===== src/rtl/tmds_gearbox_pkg.sv =====
// Shared constants and helpers for the TMDS gearbox.
// The PRBS7 constants are used only when TMDS_GEARBOX_PRBS_EN is defined.
package tmds_gearbox_pkg;

  localparam int TMDS_SYM_W = 10;

  // x^7 + x^6 + 1: feedback is bit 6 xor bit 5 of the state.
  localparam logic [6:0] PRBS7_TAPS = 7'h60;
  localparam logic [6:0] PRBS7_SEED = 7'h7F;

  // The clock lane is high for the first half of every symbol period.
  function automatic logic clk_bits(input int unsigned pos, input int unsigned k,
                                    input int unsigned sym_w);
    return ((pos + k) % sym_w) < (sym_w / 2);
  endfunction

endpackage


===== src/rtl/tmds_gearbox_if.sv =====
// Symbol input handshake plus serial-side outputs of the TMDS gearbox.
interface tmds_gearbox_if
  import tmds_gearbox_pkg::*;
#(
  parameter int CHANNELS = 3,
  parameter int SYM_W    = TMDS_SYM_W,
  parameter int OUT_W    = 2
);
  logic                      in_valid;
  logic                      in_ready;
  logic [CHANNELS*SYM_W-1:0] in_data;
  logic [CHANNELS*OUT_W-1:0] out_data;
  logic [OUT_W-1:0]          out_clk;
  logic                      underflow;

  modport master (output in_valid, in_data, input in_ready, out_data, out_clk, underflow);
  modport slave  (input in_valid, in_data, output in_ready, out_data, out_clk, underflow);
endinterface


===== src/rtl/prbs7_gen.sv =====
// PRBS7 generator producing OUT_W sequential bits per enabled cycle, bit 0 earliest.
module prbs7_gen
  import tmds_gearbox_pkg::*;
#(
  parameter int OUT_W = 2
) (
  input  logic             clk,
  input  logic             rst_n,
  input  logic             en,
  output logic [OUT_W-1:0] bits
);
  logic [6:0] state_q, state_d;

  always_comb begin
    state_d = state_q;
    bits    = '0;
    for (int k = 0; k < OUT_W; k++) begin
      bits[k] = ^(state_d & PRBS7_TAPS);
      state_d = {state_d[5:0], bits[k]};
    end
    if (!en) state_d = state_q;
  end

  always_ff @(posedge clk or negedge rst_n) begin
    if (!rst_n) state_q <= PRBS7_SEED;
    else        state_q <= state_d;
  end
endmodule


===== src/rtl/tmds_gearbox.sv =====
// TMDS serialiser front end: SYM_W-bit symbols in, OUT_W bits per lane per cycle out.
// Optional PRBS7 test mode is built when TMDS_GEARBOX_PRBS_EN is defined.
module tmds_gearbox
  import tmds_gearbox_pkg::*;
#(
  parameter int CHANNELS = 3,
  parameter int SYM_W    = TMDS_SYM_W,
  parameter int OUT_W    = 2
) (
  input  logic ser_clk,
  input  logic rst_n,
`ifdef TMDS_GEARBOX_PRBS_EN
  input  logic prbs_sel,
`endif
  tmds_gearbox_if.slave bus
);
  localparam int BUF_W  = SYM_W + OUT_W;
  localparam int FILL_W = $clog2(BUF_W + 1);
  localparam int POS_W  = $clog2(SYM_W + 1);

  logic [FILL_W-1:0]         fill_q, fill_d, fill_rem;
  logic [POS_W-1:0]          pos_q, pos_d, pos_adv;
  logic [POS_W:0]            pos_sum;
  logic                      armed_q, armed_d;
  logic                      underflow_q, underflow_d;
  logic [CHANNELS*OUT_W-1:0] out_data_q, out_data_d, lane_low;
  logic [OUT_W-1:0]          out_clk_q, out_clk_d, clk_vec, prbs_bits;
  logic                      take, accept, prbs_mode;

`ifdef TMDS_GEARBOX_PRBS_EN
  assign prbs_mode = prbs_sel;
  prbs7_gen #(.OUT_W(OUT_W)) u_prbs (
    .clk  (ser_clk),
    .rst_n(rst_n),
    .en   (prbs_sel),
    .bits (prbs_bits)
  );
`else
  assign prbs_mode = 1'b0;
  assign prbs_bits = '0;
`endif

  assign take     = fill_q >= FILL_W'(OUT_W);
  assign fill_rem = take ? fill_q - FILL_W'(OUT_W) : fill_q;
  // fill_rem + SYM_W <= BUF_W reduces to fill_rem <= OUT_W.
  assign bus.in_ready = (fill_rem <= FILL_W'(OUT_W)) && !prbs_mode;
  assign accept       = bus.in_valid && bus.in_ready;

  assign pos_sum = {1'b0, pos_q} + (POS_W+1)'(OUT_W);
  assign pos_adv = (pos_sum >= (POS_W+1)'(SYM_W)) ? POS_W'(pos_sum - (POS_W+1)'(SYM_W))
                                                  : POS_W'(pos_sum);

  always_comb begin
    clk_vec = '0;
    for (int k = 0; k < OUT_W; k++) clk_vec[k] = clk_bits(32'(pos_q), k, SYM_W);
  end

  genvar gi;
  generate
    for (gi = 0; gi < CHANNELS; gi++) begin : g_lane
      logic [BUF_W-1:0] buf_q, buf_d, buf_sh;

      always_comb begin
        buf_sh = take ? (buf_q >> OUT_W) : buf_q;
        buf_d  = buf_sh;
        if (prbs_mode)   buf_d = '0;
        else if (accept) buf_d = buf_sh | (BUF_W'(bus.in_data[gi*SYM_W +: SYM_W]) << fill_rem);
      end

      always_ff @(posedge ser_clk or negedge rst_n) begin
        if (!rst_n) buf_q <= '0;
        else        buf_q <= buf_d;
      end

      assign lane_low[gi*OUT_W +: OUT_W] = buf_q[OUT_W-1:0];
    end
  endgenerate

  always_comb begin
    fill_d      = fill_q;
    pos_d       = pos_q;
    armed_d     = armed_q;
    underflow_d = underflow_q;
    out_data_d  = '0;
    out_clk_d   = '0;
    if (prbs_mode) begin
      fill_d     = '0;
      armed_d    = 1'b0;
      pos_d      = pos_adv;
      out_clk_d  = clk_vec;
      out_data_d = {CHANNELS{prbs_bits}};
    end else begin
      if (take) begin
        out_data_d = lane_low;
        out_clk_d  = clk_vec;
        pos_d      = pos_adv;
      end else if (armed_q) begin
        underflow_d = 1'b1;
      end
      fill_d  = accept ? fill_rem + FILL_W'(SYM_W) : fill_rem;
      armed_d = armed_q || accept;
    end
  end

  always_ff @(posedge ser_clk or negedge rst_n) begin
    if (!rst_n) begin
      fill_q      <= '0;
      pos_q       <= '0;
      armed_q     <= 1'b0;
      underflow_q <= 1'b0;
      out_data_q  <= '0;
      out_clk_q   <= '0;
    end else begin
      fill_q      <= fill_d;
      pos_q       <= pos_d;
      armed_q     <= armed_d;
      underflow_q <= underflow_d;
      out_data_q  <= out_data_d;
      out_clk_q   <= out_clk_d;
    end
  end

  assign bus.out_data  = out_data_q;
  assign bus.out_clk   = out_clk_q;
  assign bus.underflow = underflow_q;
endmodule


===== src/flat_wrapper.sv =====
// flat-port wrapper written by rule: the top's interface ports become plain ports
module tmds_gearbox_flat import tmds_gearbox_pkg::*;
#(
  parameter int CHANNELS = 3,
  parameter int SYM_W    = TMDS_SYM_W,
  parameter int OUT_W    = 2
)
  (ser_clk, rst_n, bus_in_valid, bus_in_data, bus_in_ready, bus_out_data, bus_out_clk, bus_underflow);
  tmds_gearbox_if #(.CHANNELS(CHANNELS), .SYM_W(SYM_W), .OUT_W(OUT_W)) bus_i ();
  input  logic ser_clk;
  input  logic rst_n;
  input wire logic [$bits(bus_i.in_valid)-1:0] bus_in_valid;
  input wire logic [$bits(bus_i.in_data)-1:0] bus_in_data;
  output wire logic [$bits(bus_i.in_ready)-1:0] bus_in_ready;
  output wire logic [$bits(bus_i.out_data)-1:0] bus_out_data;
  output wire logic [$bits(bus_i.out_clk)-1:0] bus_out_clk;
  output wire logic [$bits(bus_i.underflow)-1:0] bus_underflow;
  assign bus_i.in_valid = bus_in_valid;
  assign bus_i.in_data = bus_in_data;
  assign bus_in_ready = bus_i.in_ready;
  assign bus_out_data = bus_i.out_data;
  assign bus_out_clk = bus_i.out_clk;
  assign bus_underflow = bus_i.underflow;
  tmds_gearbox #(.CHANNELS(CHANNELS), .SYM_W(SYM_W), .OUT_W(OUT_W)) u_core (.ser_clk(ser_clk), .rst_n(rst_n), .bus(bus_i));
endmodule

===== config.mk =====
export PLATFORM = sky130hd
export DESIGN_NAME = tmds_gearbox_flat
export DESIGN_NICKNAME = d
export VERILOG_FILES = /design/src/rtl/tmds_gearbox_pkg.sv /design/src/rtl/tmds_gearbox_if.sv /design/src/rtl/prbs7_gen.sv /design/src/rtl/tmds_gearbox.sv /design/src/flat_wrapper.sv
export SDC_FILE = /design/constraint.sdc
export NUM_CORES = 1
export LEC_CHECK = 0
export CELL_PAD_IN_SITES_DETAIL_PLACEMENT = 1
export CELL_PAD_IN_SITES_GLOBAL_PLACEMENT = 2
export CORE_ASPECT_RATIO = 1.4
export CORE_MARGIN = 2
export CORE_UTILIZATION = 34
export CTS_CLUSTER_SIZE = 10
export DETAILED_ROUTE_END_ITERATION = 6
export PLACE_DENSITY = 0.87
export RECOVER_POWER = 50
export SYNTH_ARGS = -nofsm -noshare
export SYNTH_HDL_FRONTEND = slang
export SYNTH_SLANG_ARGS = --single-unit

===== constraint.sdc =====
create_clock -name ser_clk -period 4.5 [get_ports ser_clk]
set_input_delay 0.45 -clock ser_clk [delete_from_list [all_inputs] [get_ports ser_clk]]
set_output_delay 0.45 -clock ser_clk [all_outputs]
set_load 0.02 [all_outputs]

==> flow_metrics.tcl <==
set metrics [dict create \
    final_cell_mix "55 x nor2_1, 52 x dfrtp_1, 36 x clkdlybuf4s50_1" \
    grt_use_met1 0.246 \
    violations "capacitance limit, slew limit" \
    grtUsageTotal 0.199 \
    tightestPinTransition_ns 2.92 \
    hp-start "u_core.bus.underflow" \
    skew_ns 0.00463 \
    maxCapViolCount 1 \
    gp_congestion 0.762 \
    yosys_most_used_dff "dfrtp_1" \
    core_sq_um 9510 \
    drt-initial-drc-count 119 \
    portBuffers 42 \
    max_freq_ghz 0.261 \
    r2r_start "u_core.fill_q[1]" \
    internal-power_mw 1.74 \
    hp-class "register to register" \
    grt_pass1_wl_mm 16.3 \
    insertion_delay_ns 0.30 \
    cts_resized 0 \
    p_leak_nw 1.60 \
    antenna_left 0 \
    finalSetupTns_ns 0 \
    numCtsBuffers 5 \
    max_slew_margin -0.947 \
    grt.busiest_layer "met2" \
    synthCells 379 \
    hold_violations 0 \
    startpoint "u_core.fill_q[1]" \
    syn_avg_cell_area_sq_um 8.83 \
    grt_pass1_vias 3104 \
    clock_sinks 52 \
    grt_max_degree 53 \
    ys_async_sr_fraction 1.00 \
    multiInputGateArea_sq_um 1860 \
    final_common_cell "nor2_1" \
    rows 42 \
    critical_path_arrival_ns 3.38 \
    ys_types 49 \
    synth_edf_count 0 \
    start_util 0.352 \
    synth_nets 421 \
    status "finished, violations left" \
    synthToLayoutAreaGrowth_pct 19.4 \
    antenna_cells 0 \
    final_core_util 0.420 \
    antenna_found_initial 0 \
    ctsLongestPathBuffers 2 \
    crit_path_end_kind "primary output" \
    nFillCells 1116 \
    use_met2 0.352 \
    worstPathMaxFanout 23 \
    ir_worst_vdd_mv 0.317 \
    viasPerCell 5.55 \
    grt.met3_usage 0.0320 \
    power.share.switching 0.475 \
    fin_crit_ns 3.83 \
    fp.dieW_um 87.9 \
    tritoncts "yes" \
    critPathKind "register to primary output" \
    clockPowerShare 0.123 \
    root_buffer "clkbuf_16" \
    dp_hpwl_mm 6.87 \
    period_share 0.850 \
    power_switching_mw 1.58 \
    wl_per_cell_um 18.3 \
    hold_buffers 0 \
    synth_area_sq_um 3350 \
    path_cells "ha_1 -> buf_4 -> or4_1 -> nand2b_2 -> ha_1 -> a21o_1 -> a21o_1 -> clkdlybuf4s50_1" \
    die-area_sq_um 10700 \
    p_per_area_nw_per_um2 831 \
    final-seq-area_sq_um 1300 \
    p_seq_frac 0.257 \
    finalMaxSlewViolations 53 \
    num-nets-final 447 \
    cp_slowest_cell "clkdlybuf4s50_1" \
    rsz0062_at_grt "false" \
    drc 0 \
    drive_gt1_frac 0.0936 \
    cts_setup_buffers 0 \
    synth-seq-cells 52 \
    start_kind "register" \
    finalSetupViolations 0 \
    synth-seq-area-share 0.389 \
    path_clk_slew_ns 0.07 \
    drt_wl_total_mm 9.87 \
    comb_power_share 0.620 \
    cp.required_ns 4.05 \
    fp.dieH_um 121 \
    setup_ws_ns 0.674 \
    htree_levels 2 \
    dr.pass1.iters 4 \
    dp_slack_ns 1.00 \
    critPathMaxStageDelay_ns 0.68 \
    via_count 2987 \
    io-pin-count 43 \
    yosys_warnings 0 \
    grt-ovfl-total 0 \
]
==> routing by layer <==
metal / up-vias / share of wire / wire [um]
met5: - / 0 / 0
met4: 0 / 0.014 / 138
met1: 1492 / 0.42 / 4180
met3: 9 / 0.030 / 296
li1: 1437 / - / -
met2: 49 / 0.53 / 5260
==> logic make-up (layout without fill, tap and decap cells) <==
kind of cell,Yosys count,count (layout),share of synthesized area
buf+inv,40,67,0.0549
mux,21,21,0.0665
simple gates,150,150,0.236
xor+xnor,3,3,0.00785
fa+ha+maj,9,9,0.0336
flops,52,52,0.389
compound gates,104,104,0.212
==> Yosys cell counts, types with 6 or more instances <==
library cell | number | share of area
buf_2 | 10 | 0.015
nand3_1 | 8 | 0.012
nor4_1 | 6 | 0.011
a211oi_1 | 7 | 0.016
clkbuf_1 | 20 | 0.022
nand4_1 | 7 | 0.013
nor2_1 | 55 | 0.062
or4b_1 | 7 | 0.021
o21ai_0 | 12 | 0.018
nand2_1 | 31 | 0.035
o2bb2ai_1 | 6 | 0.016
a22oi_1 | 6 | 0.013
mux2_2 | 10 | 0.034
o211ai_1 | 12 | 0.027
and2_1 | 6 | 0.011
a221oi_1 | 6 | 0.016
a21oi_1 | 16 | 0.024
nand2b_1 | 13 | 0.024
mux2i_1 | 11 | 0.033
dfrtp_1 | 52 | 0.39
ha_1 | 9 | 0.034
o22ai_1 | 17 | 0.032
==> worst max-delay path, delay by kind of cell, from the launching register on <==
kind | cells | cell delay (ns)
adders and majority gates | 2 | 0.49
DFF | 1 | 0.59
buffers and inverters | 2 | 0.88
AOI/OAI and AO/OA | 2 | 0.44
and+or+nand+nor | 2 | 0.66
==> cell type report <==
type	count	share of cell area
well taps	132	0.0413
inverters	7	0.00720
multi-input cells	287	0.466
clock buffers	6	0.0347
flip-flops and latches	52	0.325
repair buffers	52	0.122
clock inverters	2	0.00375
==> flip-flops by register name, indices dropped and copies added (netlist names) <==
| register | flops |
|---|---|
| u_core.bus.out_clk | 2 |
| u_core.g_lane.buf_q | 36 |
| u_core.fill_q | 3 |
| u_core.pos_q | 3 |
| u_core.bus.out_data | 6 |
| u_core.armed_q | 1 |
| u_core.bus.underflow | 1 |
==> power groups by stage <==
| stage | combinational (mW) | clock [mW] | sequential, mW |
|---|---|---|---|
| detailed placement | 2.07 | 0 | 0.866 |
| finish | 2.06 | 0.407 | 0.854 |
| global placement | 2.00 | 0 | 0.849 |
| CTS | 2.08 | 0.416 | 0.856 |
| global route | 2.30 | 0.434 | 0.883 |
| floorplan | 1.55 | 0 | 0.840 |
==> per-stage QoR <==
step                instance area (sq um)  hold WS, ns  cells  power [mW]
finish                               4000        0.466    538        3.32
global route                         4000        0.508    538        3.61
CTS                                  4000        0.309    538        3.35
detailed placement                   3850        0.457    530        2.94
global placement                     3850        0.441    530        2.85
floorplan                            3350        0.154    379        2.39
==> final timing paths <==
path                                              to  slack [ns]  cells after the start
max                                     bus_in_ready        0.67                      8
min                             u_core.bus.underflow        0.47                      1
max reg2reg                u_core.g_lane[2].buf_q[7]        1.14                     10
min reg2reg                     u_core.bus.underflow        0.47                      1
max in group asynchronous           u_core.fill_q[3]        1.65                      2
min in group asynchronous            u_core.pos_q[1]        1.18                      2
Note: power is estimated with default switching activity, not from simulation.
